File: src/rtl/req_gnt_pkg.sv
// Shared types and helpers for the round-robin request/grant scheduler.
package req_gnt_pkg;

  typedef enum logic [1:0] {
    StIdle,
    StWait,
    StGrant
  } sched_state_e;

  // Index width that stays at least one bit wide for degenerate sizes.
  function automatic int unsigned id_width(input int unsigned n);
    return (n > 1) ? $clog2(n) : 1;
  endfunction

endpackage

File: src/rtl/req_gnt_scheduler_rr_pick.sv
// Combinational round-robin selector: first set request at or above ptr, else wrap to bit 0.
module rr_pick
  import req_gnt_pkg::*;
#(
  parameter int unsigned NUM_REQ = 4
) (
  input  logic [NUM_REQ-1:0]              req,
  input  logic [id_width(NUM_REQ)-1:0]    ptr,
  output logic [id_width(NUM_REQ)-1:0]    idx,
  output logic                            found
);

  localparam int unsigned IdW = id_width(NUM_REQ);

  always_comb begin
    idx   = '0;
    found = 1'b0;
    // Upper pass from the pointer, then the wrapped lower pass.
    for (int unsigned j = 0; j < NUM_REQ; j++) begin
      if (!found && req[j] && (IdW'(j) >= ptr)) begin
        found = 1'b1;
        idx   = IdW'(j);
      end
    end
    for (int unsigned j = 0; j < NUM_REQ; j++) begin
      if (!found && req[j]) begin
        found = 1'b1;
        idx   = IdW'(j);
      end
    end
  end

endmodule

File: src/rtl/req_gnt_scheduler.sv
// Round-robin scheduler: accepts one request in IDLE and pulses its one-hot grant
// exactly GNT_DELAY clocks later; counts requests rejected while a grant is pending.
module req_gnt_scheduler
  import req_gnt_pkg::*;
#(
  parameter int unsigned NUM_REQ   = 4,
  parameter int unsigned GNT_DELAY = 4,
  parameter int unsigned CNT_W     = 8
) (
  input  logic                          clk,
  input  logic                          rst_n,
  input  logic                          enb,
  input  logic [NUM_REQ-1:0]            req,
  output logic [NUM_REQ-1:0]            gnt,
  output logic                          busy,
  output logic [id_width(NUM_REQ)-1:0]  gnt_id,
  output logic [CNT_W-1:0]              rej_cnt
);

  localparam int unsigned IdW = id_width(NUM_REQ);
  localparam int unsigned DW  = id_width(GNT_DELAY);
  // Acceptance edge plus DLoad+1 WAIT edges puts the gnt set at T+GNT_DELAY-1.
  localparam logic [DW-1:0] DLoad = DW'(GNT_DELAY - 2);

  sched_state_e       state_q, state_d;
  logic [IdW-1:0]     ptr_q, ptr_d;
  logic [IdW-1:0]     id_q, id_d;
  logic [DW-1:0]      dcnt_q, dcnt_d;
  logic [NUM_REQ-1:0] gnt_q, gnt_d;
  logic               busy_q, busy_d;
  logic [CNT_W-1:0]   rej_q, rej_d;

  logic [IdW-1:0]     win;
  logic               win_found;
  logic               can_accept;

  rr_pick #(
    .NUM_REQ (NUM_REQ)
  ) u_rr_pick (
    .req   (req),
    .ptr   (ptr_q),
    .idx   (win),
    .found (win_found)
  );

  always_comb begin
    state_d    = state_q;
    ptr_d      = ptr_q;
    id_d       = id_q;
    dcnt_d     = dcnt_q;
    gnt_d      = '0;
    busy_d     = busy_q;
    rej_d      = rej_q;
    can_accept = 1'b0;

    unique case (state_q)
      StIdle: begin
        can_accept = 1'b1;
      end
      StWait: begin
        if (dcnt_q == '0) begin
          gnt_d[id_q] = 1'b1;
          state_d     = StGrant;
        end else begin
          dcnt_d = dcnt_q - DW'(1);
        end
        if (enb && (|req) && (rej_q != {CNT_W{1'b1}})) begin
          rej_d = rej_q + CNT_W'(1);
        end
      end
      StGrant: begin
        // Grant cycle ends here; IDLE acceptance is evaluated on the same edge.
        busy_d     = 1'b0;
        state_d    = StIdle;
        can_accept = 1'b1;
      end
      default: begin
        state_d = StIdle;
        busy_d  = 1'b0;
      end
    endcase

    if (can_accept && enb && win_found) begin
      state_d = StWait;
      busy_d  = 1'b1;
      id_d    = win;
      dcnt_d  = DLoad;
      ptr_d   = (win == IdW'(NUM_REQ - 1)) ? '0 : win + IdW'(1);
    end
  end

  always_ff @(posedge clk) begin
    if (!rst_n) begin
      state_q <= StIdle;
      ptr_q   <= '0;
      id_q    <= '0;
      dcnt_q  <= '0;
      gnt_q   <= '0;
      busy_q  <= 1'b0;
      rej_q   <= '0;
    end else begin
      state_q <= state_d;
      ptr_q   <= ptr_d;
      id_q    <= id_d;
      dcnt_q  <= dcnt_d;
      gnt_q   <= gnt_d;
      busy_q  <= busy_d;
      rej_q   <= rej_d;
    end
  end

  assign gnt     = gnt_q;
  assign busy    = busy_q;
  assign gnt_id  = id_q;
  assign rej_cnt = rej_q;

endmodule

File: config.mk
export PLATFORM = sky130hd
export DESIGN_NAME = req_gnt_scheduler
export DESIGN_NICKNAME = d
export VERILOG_FILES = /design/src/rtl/req_gnt_pkg.sv /design/src/rtl/req_gnt_scheduler_rr_pick.sv /design/src/rtl/req_gnt_scheduler.sv
export SDC_FILE = /design/constraint.sdc
export NUM_CORES = 1
export LEC_CHECK = 0
export BUFFER_PORTS_ARGS = -buffer_cell sky130_fd_sc_hd__buf_2
export CAP_MARGIN = 20
export CORE_MARGIN = 4
export CORE_UTILIZATION = 54
export DETAILED_ROUTE_END_ITERATION = 8
export GPL_ROUTABILITY_DRIVEN = 0
export PLACE_DENSITY = 0.78
export SLEW_MARGIN = 20
export SYNTH_ARGS = -nofsm -noshare
export SYNTH_HDL_FRONTEND = slang
export SYNTH_HIERARCHICAL = 1
export SYNTH_SLANG_ARGS = --single-unit
File: constraint.sdc
create_clock -name clk -period 3.3 [get_ports clk]
set_input_delay 0.495 -clock clk [delete_from_list [all_inputs] [get_ports clk]]
set_output_delay 0.495 -clock clk [all_outputs]
set_load 0.02 [all_outputs]
==> results of run 1 <==
layer usage:
metal  global-route usage, %  vias to the layer above  wire length, um
met5                       0                        -                0
li1                        -                      412                -
met2                   25.87                       17              907
met1                   21.76                      376              814
met4                   4.484                        0               13
met3                   3.976                        2               83
power groups by stage:
| stage | clock, mW | combinational [mW] | sequential (mW) |
|---|---|---|---|
| 6_report | 0.122 | 0.0572 | 0.276 |
| 5_1_grt | 0.137 | 0.0653 | 0.278 |
| 4_1_cts | 0.124 | 0.0578 | 0.276 |
| 3_5_place_dp | 0 | 0.0576 | 0.281 |
| 3_3_place_gp | 0 | 0.0554 | 0.281 |
| 2_1_floorplan | 0 | 0.0337 | 0.286 |
how the worst max path moves through the flow:
stage | to | cells after the start | startpoint | slack (ns)
global placement | ptr_q[1]$_SDFFE_PN0P_ | 6 | req[2] | 1.48
floorplan | rej_cnt[1]$_SDFFE_PN0P_ | 5 | req[1] | 1.68
CTS | rej_cnt[5]$_SDFFE_PN0P_ | 5 | rej_cnt[0]$_SDFFE_PN0P_ | 1.48
global route | rej_cnt[7]$_SDFFE_PN0P_ | 5 | rej_cnt[0]$_SDFFE_PN0P_ | 1.34
detailed placement | rej_cnt[5]$_SDFFE_PN0P_ | 5 | req[0] | 1.44
finish | rej_cnt[5]$_SDFFE_PN0P_ | 5 | rej_cnt[0]$_SDFFE_PN0P_ | 1.48
cells in the mapped netlist (all sizes together):
| cell type | n | area [um^2] |
|---|---|---|
| nor3b | 1 | 7.510 |
| nand3b | 2 | 15.01 |
| nor3 | 2 | 10.01 |
| a22o | 3 | 26.28 |
| clkinv | 1 | 3.750 |
| a31oi | 1 | 6.260 |
| o31ai | 4 | 30.03 |
| and2b | 1 | 7.510 |
| and3b | 1 | 8.760 |
| inv | 4 | 15.01 |
| or4 | 5 | 41.29 |
| dfxtp | 21 | 420.4 |
| o2111ai | 1 | 15.01 |
| ha | 2 | 25.02 |
| and3 | 1 | 6.260 |
| nand3 | 4 | 20.02 |
| nand2 | 9 | 33.78 |
| nand2b | 1 | 6.260 |
| buf | 1 | 11.26 |
| a21boi | 1 | 7.510 |
| mux2i | 2 | 20.02 |
| nand4 | 2 | 12.51 |
| xor2 | 1 | 8.760 |
| a311oi | 1 | 8.760 |
| o2bb2a | 1 | 10.01 |
| or2b | 1 | 7.510 |
| a21oi | 9 | 45.04 |
| o21ai | 6 | 30.03 |
| or3 | 3 | 20.02 |
| nor2 | 6 | 22.52 |
registers in the layout (all words and copies together), names as in the netlist:
signal   flops
dcnt_q       2
gnt          4
state_q      2
ptr_q        2
gnt_id       2
busy         1
rej_cnt      8
worst min-delay path: stages:
cell      delay [ns]
buf_2           0.13
nand3b_1        0.08
nand2_1         0.05
cell type report:
class | instances | share of cell area [%]
clock buffers | 3 | 2.158
clock inverters | 1 | 0.4796
inverters | 5 | 1.799
multi-input cells | 71 | 43.29
flip-flops and latches | 21 | 40.29
well taps | 16 | 1.918
repair buffers | 21 | 10.07
cell families after synthesis:
family | Yosys count
buf+inv | 6
fa+ha+maj | 2
flops | 21
compound gates | 27
simple gates | 39
mux | 2
xor+xnor | 1
==> reports/summary.txt, run 1 <==
WHS: 0.4820 ns
Detailed Route WL: 1818 um
Clock slew at reported path FFs: 0.12 ns
Clk_skew: 0.003517 ns
Min Tclk post-route: 1.817 ns
Worst VDD drop: 256.3 uV
Final worst slack: 1.483 ns
Root Buffer: clkbuf_4
Power density cells: 436.2 nW/um^2
RSZ-0062 raised after global routing: no
Chip Height: 48.87 um
Final hold vios: 0
Synth Area in Adders: 2.774%
Setup-failing EPs final: 0
Clk_lat worst skew: 0.30 ns
Worst slack at placement: 1.438 ns
CTS sink cnt: 21
CTS tree: done
Register area share after synthesis: 46.60%
Worst reg2reg setup slack: 1.48 ns
Hold Path End: busy$_SDFFE_PN0P_
CTS resizes: 0
Layout cell share with drive strength beyond 1: 22.95%
Final Util: 67.69%
Max cap viols: 0
DR iter-0 viols: 9
First-pass GRT wire length: 3201 um
Final Power: 455.2 uW
Initial core utilization: 58.52%
Post-synthesis simple-gate area fraction: 24.27%
Hold path startpoint: rst_n
DP Cell Count: 134
Combinational share of power: 12.6%
Antenna violations before repair: 0
Seq. cell area: 420.4 um^2
Worst Tran Pin Value: 0.5682 ns
Fmax: 550.5 MHz
Non-filler cells, final: 138
Period utilization: 55.05%
Status: completed
Finished Cell Area: 1044 um^2
Complex-gate fraction of the synthesized area: 19.83%
Post-Syn Area: 902.1 um^2
Most frequent cells in the layout: 21 x dfxtp_1, 21 x buf_2, 9 x nand2_1, 9 x a21oi_1
Largest family of logic cells by synthesized area: simple AND/OR/NAND/NOR gates
Vias in the first global route: 735
Sw Ratio: 26.65%
Core Box Area: 1541 um^2
Total gr overflow: 0
Die X: 48.87 um
Setup Fix Bufs, Post-CTS: 0
Clock network power share: 26.8%
N_diodes: 0
Startpoint types: flip-flop
Hold buffers post-CTS: 0
ANT nets after route: 0
Post-placement cell area: 1016 um^2
Critical Path AT: 2.05 ns
Port Buffers: 21
Net Switching: 121.3 uW
Max-slew violations: 0
Crit path largest cell delay: 0.57 ns
Lkg Pwr: 0.4506 nW
CP Max Fanout: 14
Cell variety after synth: 32
Multi-input gate area: 451.7 um^2
DR WL/cell: 13.17 um
Flops & latches, synth: 21
Row cnt: 14
Kind of cell adding the most delay to the critical path: simple AND/OR/NAND/NOR gates
Worst R2R End: rej_cnt[5]$_SDFFE_PN0P_
DRC: 0
Nets@finish: 132
Total die area: 2388 um^2
Vias: 807
Area Overhead vs Synth: 15.67%
Pin count of the biggest net entering global routing: 15
Synth Area in XOR/XNOR: 0.9709%
Total Routing Usage GR: 16.28%
Top-Level Pins: 22
R2r startpoint: rej_cnt[0]$_SDFFE_PN0P_
Share of total power in sequential cells: 60.6%
Worst Reg-to-Reg Cells: 5
Crit path cell chain: ha_1 -> nand3_1 -> o2111ai_2 -> or4_1 -> a21oi_1
Post-Syn Area per Cell: 9.205 um^2
Synth warn: 6
Cts bufs inserted: 3
Detailed placement HPWL: 1387 um
Critical path class: reg2reg
Via density per instance: 5.848
Hold Path Cell Cnt: 3
Worst setup EP type: flip-flop
Setup TNS: 0 ns
Slowest cell on crit path: or4_1
Hold Path Class: in2reg
Worst EP required: 3.53 ns
DRT Pass-1 Iters: 4
Mux share of post-synthesis cell area: 2.219%
P_int: 333.9 uW
Syn Inst Count: 98
Filler instances: 136
Slew HR: 62.12%
Clock Path Buffers: 2
Crit path buffers/inverters: 0
Synth Net Count: 107
Htree depth: 1
No activity file was read; power rests on OpenSTA's default activity.
==> inputs of run 2 (changes only) <==
--- a/config.mk
+++ b/config.mk
@@ -5,13 +5,14 @@
 export SDC_FILE = /design/constraint.sdc
 export NUM_CORES = 1
 export LEC_CHECK = 0
+export ABC_AREA = 1
 export BUFFER_PORTS_ARGS = -buffer_cell sky130_fd_sc_hd__buf_2
 export CAP_MARGIN = 20
 export CORE_MARGIN = 4
-export CORE_UTILIZATION = 54
+export CORE_UTILIZATION = 53
 export DETAILED_ROUTE_END_ITERATION = 8
 export GPL_ROUTABILITY_DRIVEN = 0
-export PLACE_DENSITY = 0.78
+export PLACE_DENSITY = 0.74
 export SLEW_MARGIN = 20
 export SYNTH_ARGS = -nofsm -noshare
 export SYNTH_HDL_FRONTEND = slang
==> constraint.sdc (replaced) <==
create_clock -name clk -period 1.9 [get_ports clk]
set_input_delay 0.285 -clock clk [delete_from_list [all_inputs] [get_ports clk]]
set_output_delay 0.285 -clock clk [all_outputs]
set_load 0.02 [all_outputs]
==> run 2 against run 1 <==
Compared with the run above:
- flip-flop and latch count unchanged
- sequential share of layout area decreased by 6.0 points
- final cell count increased by 51%
- wire length increased by 19%
- worst setup slack got worse by 1.0 ns
- count of clock-buffer cells in the layout unchanged
- die area increased by 18%
- first-iteration DRC count increased to 2.7 times the previous value
- power increased by 79%
- sequential power increased by 74%
- critical endpoint is now ptr_q[1]$_SDFFE_PN0P_
- largest cell class unchanged
- highest routed layer unchanged
==> reports/summary.txt, run 2 <==
CTS tree: done
Yosys top cell by area: dfxtp_1
Detailed Route WL: 2169 um (+19%)
Worst reg2reg setup slack: 0.48 ns (-1.01 ns)
Total Routing Usage GR: 17.76% (+1.5 points)
DRT Pass-1 Iters: 4 (unchanged)
Vias in the first global route: 889 (+21%)
Worst setup EP type: flip-flop
Fmax: 703.1 MHz (+28%)
Clock slew at reported path FFs: 0.11 ns (about the same)
Detailed placement HPWL: 1711 um (+23%)
Hold Path Class: in2reg
Number of flip-flops in the largest register: 8 (unchanged)
Antenna violations before repair: 0 (unchanged)
Nets@finish: 191 (+45%)
Post-Syn Area per Cell: 6.818 um^2 (-26%)
N_diodes: 0 (unchanged)
Min Tclk post-route: 1.422 ns (-0.3944 ns)
Power density cells: 663.0 nW/um^2 (+52%)
CTS resizes: 0 (unchanged)
ANT nets after route: 0 (unchanged)
Register area share after synthesis: 39.02% (-7.6 points)
Critical Path AT: 1.62 ns (-0.43 ns)
Root Buffer: clkbuf_4
Max cap viols: 0 (unchanged)
Vias: 1051 (+30%)
Via density per instance: 5.053 (-14%)
Final Power: 813.8 uW (+79%)
Synth cell count leaders: 48 x nand2_1, 21 x dfxtp_1, 20 x inv_1
Htree depth: 1 (unchanged)
Most frequent cells in the layout: 48 x nand2_1, 21 x dfxtp_1, 21 x buf_2, 20 x inv_1, 15 x nand3_1
Total gr overflow: 0 (unchanged)
Clk_skew: 0.002720 ns (-0.0007970 ns)
Row cnt: 16 (+2)
Chip Height: 53.09 um (+8.6%)
Clock Path Buffers: 2 (unchanged)
DR iter-0 viols: 24 (+15)
Layout cell share with drive strength beyond 1: 19.89% (-3.1 points)
Hold buffers post-CTS: 0 (unchanged)
Count leader, synth: nand2_1
Final hold vios: 0 (unchanged)
FFs w/ async S/R, synth: 0% (unchanged)
Die X: 53.09 um (+8.6%)
Critical path class: reg2reg
Number of synthesized flops with an enable pin: 0 (unchanged)
Worst Tran Pin Value: 0.3629 ns (-0.2053 ns)
Port Buffers: 21 (unchanged)
Worst VDD drop: 571.2 uV (+120%)
Period utilization: 74.86% (+20 points)
Top-Level Pins: 22 (unchanged)
Ranking of synthesized cells by area: dfxtp_1 39%, nand2_1 17%, inv_1 7.0%
CTS sink cnt: 21 (unchanged)
Cell variety after synth: 21 (-34%)
Flops & latches, synth: 21 (unchanged)
Area Overhead vs Synth: 13.94%
Total die area: 2818 um^2 (+18%)
Cts bufs inserted: 3 (unchanged)
DRC: 0 (unchanged)
Synth Flop Type: dfxtp_1
Setup Fix Bufs, Post-CTS: 0 (unchanged)
Core Box Area: 1942 um^2 (+26%)
Lkg Pwr: 0.6014 nW (+33%)
First-pass GRT wire length: 3643 um (+14%)
CP Max Fanout: 4 (-10)
Clk_lat worst skew: 0.30 ns (about the same)
Slew HR: 75.77% (+14 points)
Max-slew violations: 0 (unchanged)
Status: completed
Most common cell after layout, fill and taps aside: nand2_1
Startpoint types: flip-flop
Synth Net Count: 167 (+56%)
Initial core utilization: 55.48% (-3.0 points)
DR WL/cell: 10.43 um (-21%)
Post-Syn Area: 1077 um^2 (+19%)
Share of the synthesized area in the top cell type: 39.02% (-7.6 points)
RSZ-0062 raised after global routing: no
Synth warn: 6 (unchanged)
Setup-failing EPs final: 0 (unchanged)
Syn Inst Count: 158 (+61%)
Worst EP required: 2.09 ns (-1.44 ns)
Setup TNS: 0 ns (unchanged)
Pin count of the biggest net entering global routing: 13 (-2)
run 2: changes by cell type in the layout (fill, tap and decap cells not counted), moves of 3 or more:
| cell | delta |
|---|---|
| nor2_1 | +6 |
| nand2_1 | +39 |
| inv_1 | +16 |
| nand3_1 | +11 |
| nor2_2 | +5 |
| a22o_1 | -3 |
| or4_1 | -4 |
run 2: area by class of cell:
type,count,area (um^2)
multi-input combinational,114,560.5
inverter,21,80.08
sequential,21,420.4
clock inverter,1,5.005
fill,188,714.4
timing repair buffer,21,105.1
tap,27,33.78
clock buffer,3,22.52
run 2: worst max-delay path: stages, from the launching register on:
cell and delay [ns]:
dfxtp_1 0.39, nand2_1 0.07, nand2_1 0.09, nand2_2 0.06, nor2_2 0.15, nand3_1 0.08, nand2_1 0.11, ha_1 0.24
inv_1 0.05, o21ai_0 0.08
run 2: logic make-up (layout without fill, tap and decap cells):
kind of cell | count (synthesis) | in the layout | share of synthesized area (%)
compound gates | 18 | 18 | 8.827
flops | 21 | 21 | 39.02
xor+xnor | 1 | 1 | 0.8132
buf+inv | 23 | 46 | 8.942
simple gates | 93 | 93 | 40.07
fa+ha+maj | 2 | 2 | 2.323
run 2: path summary, 6_finish.rpt:
kind | start | endpoint | cells past startpoint
setup / recovery | ptr_q[1]$_SDFFE_PN0P_ | ptr_q[1]$_SDFFE_PN0P_ | 9
hold / removal | rst_n | dcnt_q[0]$_SDFFE_PP0P_ | 3
setup reg to reg | ptr_q[1]$_SDFFE_PN0P_ | ptr_q[1]$_SDFFE_PN0P_ | 9
hold reg to reg | gnt_id[1]$_SDFFE_PN0P_ | gnt[1]$_SDFF_PN0_ | 1
run 2: stage by stage:
stage	worst slack, ns	instance area [um^2]	std cells	hold slack, ns	utilization (%)
global route	0.3302	1227	208	0.2842	63.21
floorplan	0.5290	1077	158	0.4484	-
finish	0.4777	1227	208	0.2963	63.21
global placement	0.5283	1200	204	0.4556	61.79
detailed placement	0.4883	1200	204	0.4596	61.79
CTS	0.4681	1227	208	0.2858	63.21
run 2: power breakdown:
part           switching, mW  internal, mW  leakage [nW]
clock network          0.132        0.0785        0.0177
logic                 0.0829        0.0421         0.412
registers             0.0166         0.462         0.171
total                  0.231         0.583         0.601
run 2: routing by layer:
metal / share of wire, % / wire length [um] / up-vias / track usage [%]
met5: 0 / 0 / - / 0
met2: 49 / 1059 / 38 / 31.20
li1: - / - / 552 / -
met4: 1.6 / 34 / 0 / 7.660
met3: 6.2 / 134 / 5 / 3.944
met1: 43 / 941 / 456 / 20.38
==> inputs of run 3 (changes only) <==
--- a/config.mk
+++ b/config.mk
@@ -9,10 +9,10 @@
 export BUFFER_PORTS_ARGS = -buffer_cell sky130_fd_sc_hd__buf_2
 export CAP_MARGIN = 20
 export CORE_MARGIN = 4
-export CORE_UTILIZATION = 53
+export CORE_UTILIZATION = 47
 export DETAILED_ROUTE_END_ITERATION = 8
 export GPL_ROUTABILITY_DRIVEN = 0
-export PLACE_DENSITY = 0.74
+export PLACE_DENSITY = 0.7
 export SLEW_MARGIN = 20
 export SYNTH_ARGS = -nofsm -noshare
 export SYNTH_HDL_FRONTEND = slang
==> constraint.sdc (replaced) <==
create_clock -name clk -period 1.2 [get_ports clk]
set_input_delay 0.18 -clock clk [delete_from_list [all_inputs] [get_ports clk]]
set_output_delay 0.18 -clock clk [all_outputs]
set_load 0.02 [all_outputs]
==> run 3 against run 2 <==
Compared with the run above:
- the flow now finishes with violations (setup timing)
- critical endpoint is now state_q[0]$_SDFFE_PN0P_
- worst setup slack worse by 0.65 ns
- critical path depth down 1
- via count rose by 14%
- die area grew 11%
==> reports/summary.txt, run 3 (synthesized netlist as in run 2, its figures left out) <==
Status: complete, but fails checks
Failing checks: setup timing
Port Buffers: 21 (unchanged)
Total Routing Usage GR: 18.63% (+0.87 points)
DRC: 0 (unchanged)
DR iter-0 viols: 19 (-21%)
Total die area: 3122 um^2 (+11%)
Fmax: 728.8 MHz (+3.6%)
Seq. cell area: 440.4 um^2 (+4.8%)
Antenna violations before repair: 0 (unchanged)
Worst Tran Pin Value: 0.3112 ns (-0.05173 ns)
Total gr overflow: 0 (unchanged)
Clock slew at reported path FFs: 0.12 ns (about the same)
R2r startpoint: ptr_q[1]$_SDFFE_PN0P_
Detailed placement HPWL: 1870 um (+9.3%)
Pin count of the biggest net entering global routing: 13 (unchanged)
Final Power: 1.434 mW (+76%)
Most common cell after layout, fill and taps aside: nand2_1
Max cap viols: 0 (unchanged)
Kind of cell adding the most delay to the critical path: simple AND/OR/NAND/NOR gates
CTS tree: done
Area Overhead vs Synth: 43.32%
Lkg Pwr: 0.7285 nW (+21%)
Crit path largest cell delay: 0.40 ns (about the same)
Via density per instance: 5.282 (+4.5%)
Clock Path Buffers: 2 (unchanged)
Row cnt: 17 (+1)
RSZ-0062 raised after global routing: yes
ANT nets after route: 0 (unchanged)
Filler instances: 183 (-2.7%)
Vias in the first global route: 1074 (+21%)
CTS sink cnt: 21 (unchanged)
CP Max Fanout: 5 (+1)
Vias: 1199 (+14%)
Die X: 55.88 um (+5.3%)
Hold buffers post-CTS: 0 (unchanged)
Final worst slack: -0.1722 ns (-0.6499 ns)
Worst R2R End: state_q[0]$_SDFFE_PN0P_
Min Tclk post-route: 1.372 ns (-0.05008 ns)
DRT Pass-1 Iters: 4 (unchanged)
Startpoint types: flip-flop
Cts bufs inserted: 3 (unchanged)
Slew HR: 79.23% (+3.5 points)
Final hold vios: 0 (unchanged)
Chip Height: 55.88 um (+5.3%)
Htree depth: 1 (unchanged)
First-pass GRT wire length: 4636 um (+27%)
Worst Reg-to-Reg Cells: 8 (-1)
Clk_lat worst skew: 0.30 ns (about the same)
Power density cells: 928.7 nW/um^2 (+40%)
Crit path buffers/inverters: 1 (unchanged)
Nets@finish: 209 (+9.4%)
Critical path endpoint: state_q[0]$_SDFFE_PN0P_
Number of flip-flops in the largest register: 8 (unchanged)
CP dominant cell by count: nand2_2
Layout cell share with drive strength beyond 1: 46.23% (+26 points)
Slowest cell on crit path: dfxtp_4
N_diodes: 0 (unchanged)
Worst VDD drop: 865.5 uV (+52%)
Root Buffer: clkbuf_4
Worst reg2reg setup slack: -0.17 ns (-0.65 ns)
Top-Level Pins: 22 (unchanged)
Max-slew violations: 0 (unchanged)
Final Util: 70.47% (+7.3 points)
Most frequent cells in the layout: 32 x nand2_1, 19 x buf_2, 19 x buf_4, 18 x inv_1, 16 x nand2_2
Worst EP required: 1.40 ns (-0.69 ns)
WHS: 0.2140 ns (-0.08228 ns)
Hold path startpoint: rst_n
Worst slack at placement: -0.1458 ns (-0.6341 ns)
Clk_skew: 0.005283 ns (+0.002563 ns)
Worst setup EP type: flip-flop
Initial core utilization: 49.17% (-6.3 points)
Critical path class: reg2reg
Crit path depth: 8 (-1)
Critical Path AT: 1.57 ns (-0.05 ns)
Multi-input gate area: 711.9 um^2 (+27%)
Setup crit start: ptr_q[1]$_SDFFE_PN0P_
Period utilization: 114.3% (+39 points)
Hold Path Class: in2reg
Setup-failing EPs final: 10 (+10)
Detailed Route WL: 2968 um (+37%)
Core Box Area: 2191 um^2 (+13%)
DR WL/cell: 13.07 um (+25%)
Crit path cell chain: nand2_2 -> nand2_2 -> nand2_2 -> nor2_4 -> nand3b_1 -> buf_4 -> nand3_4 -> o31ai_1
-- run 3: report_power, final --
part	total (mW)	internal [mW]	switching [mW]
clock network	0.337	0.124	0.213
logic	0.334	0.137	0.197
registers	0.763	0.730	0.0331
-- run 3: worst min-delay path by stage --
| stage | to | slack (ns) | cells past startpoint |
|---|---|---|---|
| 6_report | rej_cnt[1]$_SDFFE_PN0P_ | 0.21 | 3 |
| 5_1_grt | dcnt_q[0]$_SDFFE_PP0P_ | 0.24 | 3 |
| 4_1_cts | rej_cnt[1]$_SDFFE_PN0P_ | 0.19 | 3 |
| 3_5_place_dp | busy$_SDFFE_PN0P_ | 0.47 | 2 |
| 3_3_place_gp | dcnt_q[0]$_SDFFE_PP0P_ | 0.46 | 2 |
| 2_1_floorplan | rej_cnt[0]$_SDFFE_PN0P_ | 0.40 | 2 |
-- run 3: cell type report --
cell class	instances	share of cell area, %
tap	28	2.269
inverter	21	5.186
clock buffer	3	1.459
multi-input combinational	114	46.11
clock inverter	1	0.3241
sequential	21	28.53
timing repair buffer	39	16.13
-- run 3: what timing repair did --
item	in CTS	in global routing
setup buffers	3	4
endpoints found under the hold margin	0	0
resized for setup	17	36
setup endpoints to repair	13	17
pin swaps	14	14
-- run 3: worst reg2reg max path: cells and delay by family, from the launching register on --
kind	cells	cell delay [ns]
compound gates	1	0.08
buf+inv	1	0.18
simple gates	6	0.61
flops	1	0.40
-- run 3: layer usage --
layer | share of wire (%) | track usage (%) | vias up
li1 | - | - | 589
met1 | 37 | 19.63 | 566
met2 | 56 | 34.97 | 34
met3 | 4.3 | 3.944 | 10
met4 | 2.3 | 8.475 | 0
met5 | 0 | 0 | -
-- run 3: through the flow --
step | TNS [ns] | cells | instance area, um^2
2_1_floorplan | -0.03899 | 158 | 1095
3_5_place_dp | -0.5574 | 216 | 1301
6_report | -1.230 | 227 | 1544
4_1_cts | -0.5588 | 223 | 1415
3_3_place_gp | -0.2070 | 216 | 1301
5_1_grt | -2.077 | 227 | 1544
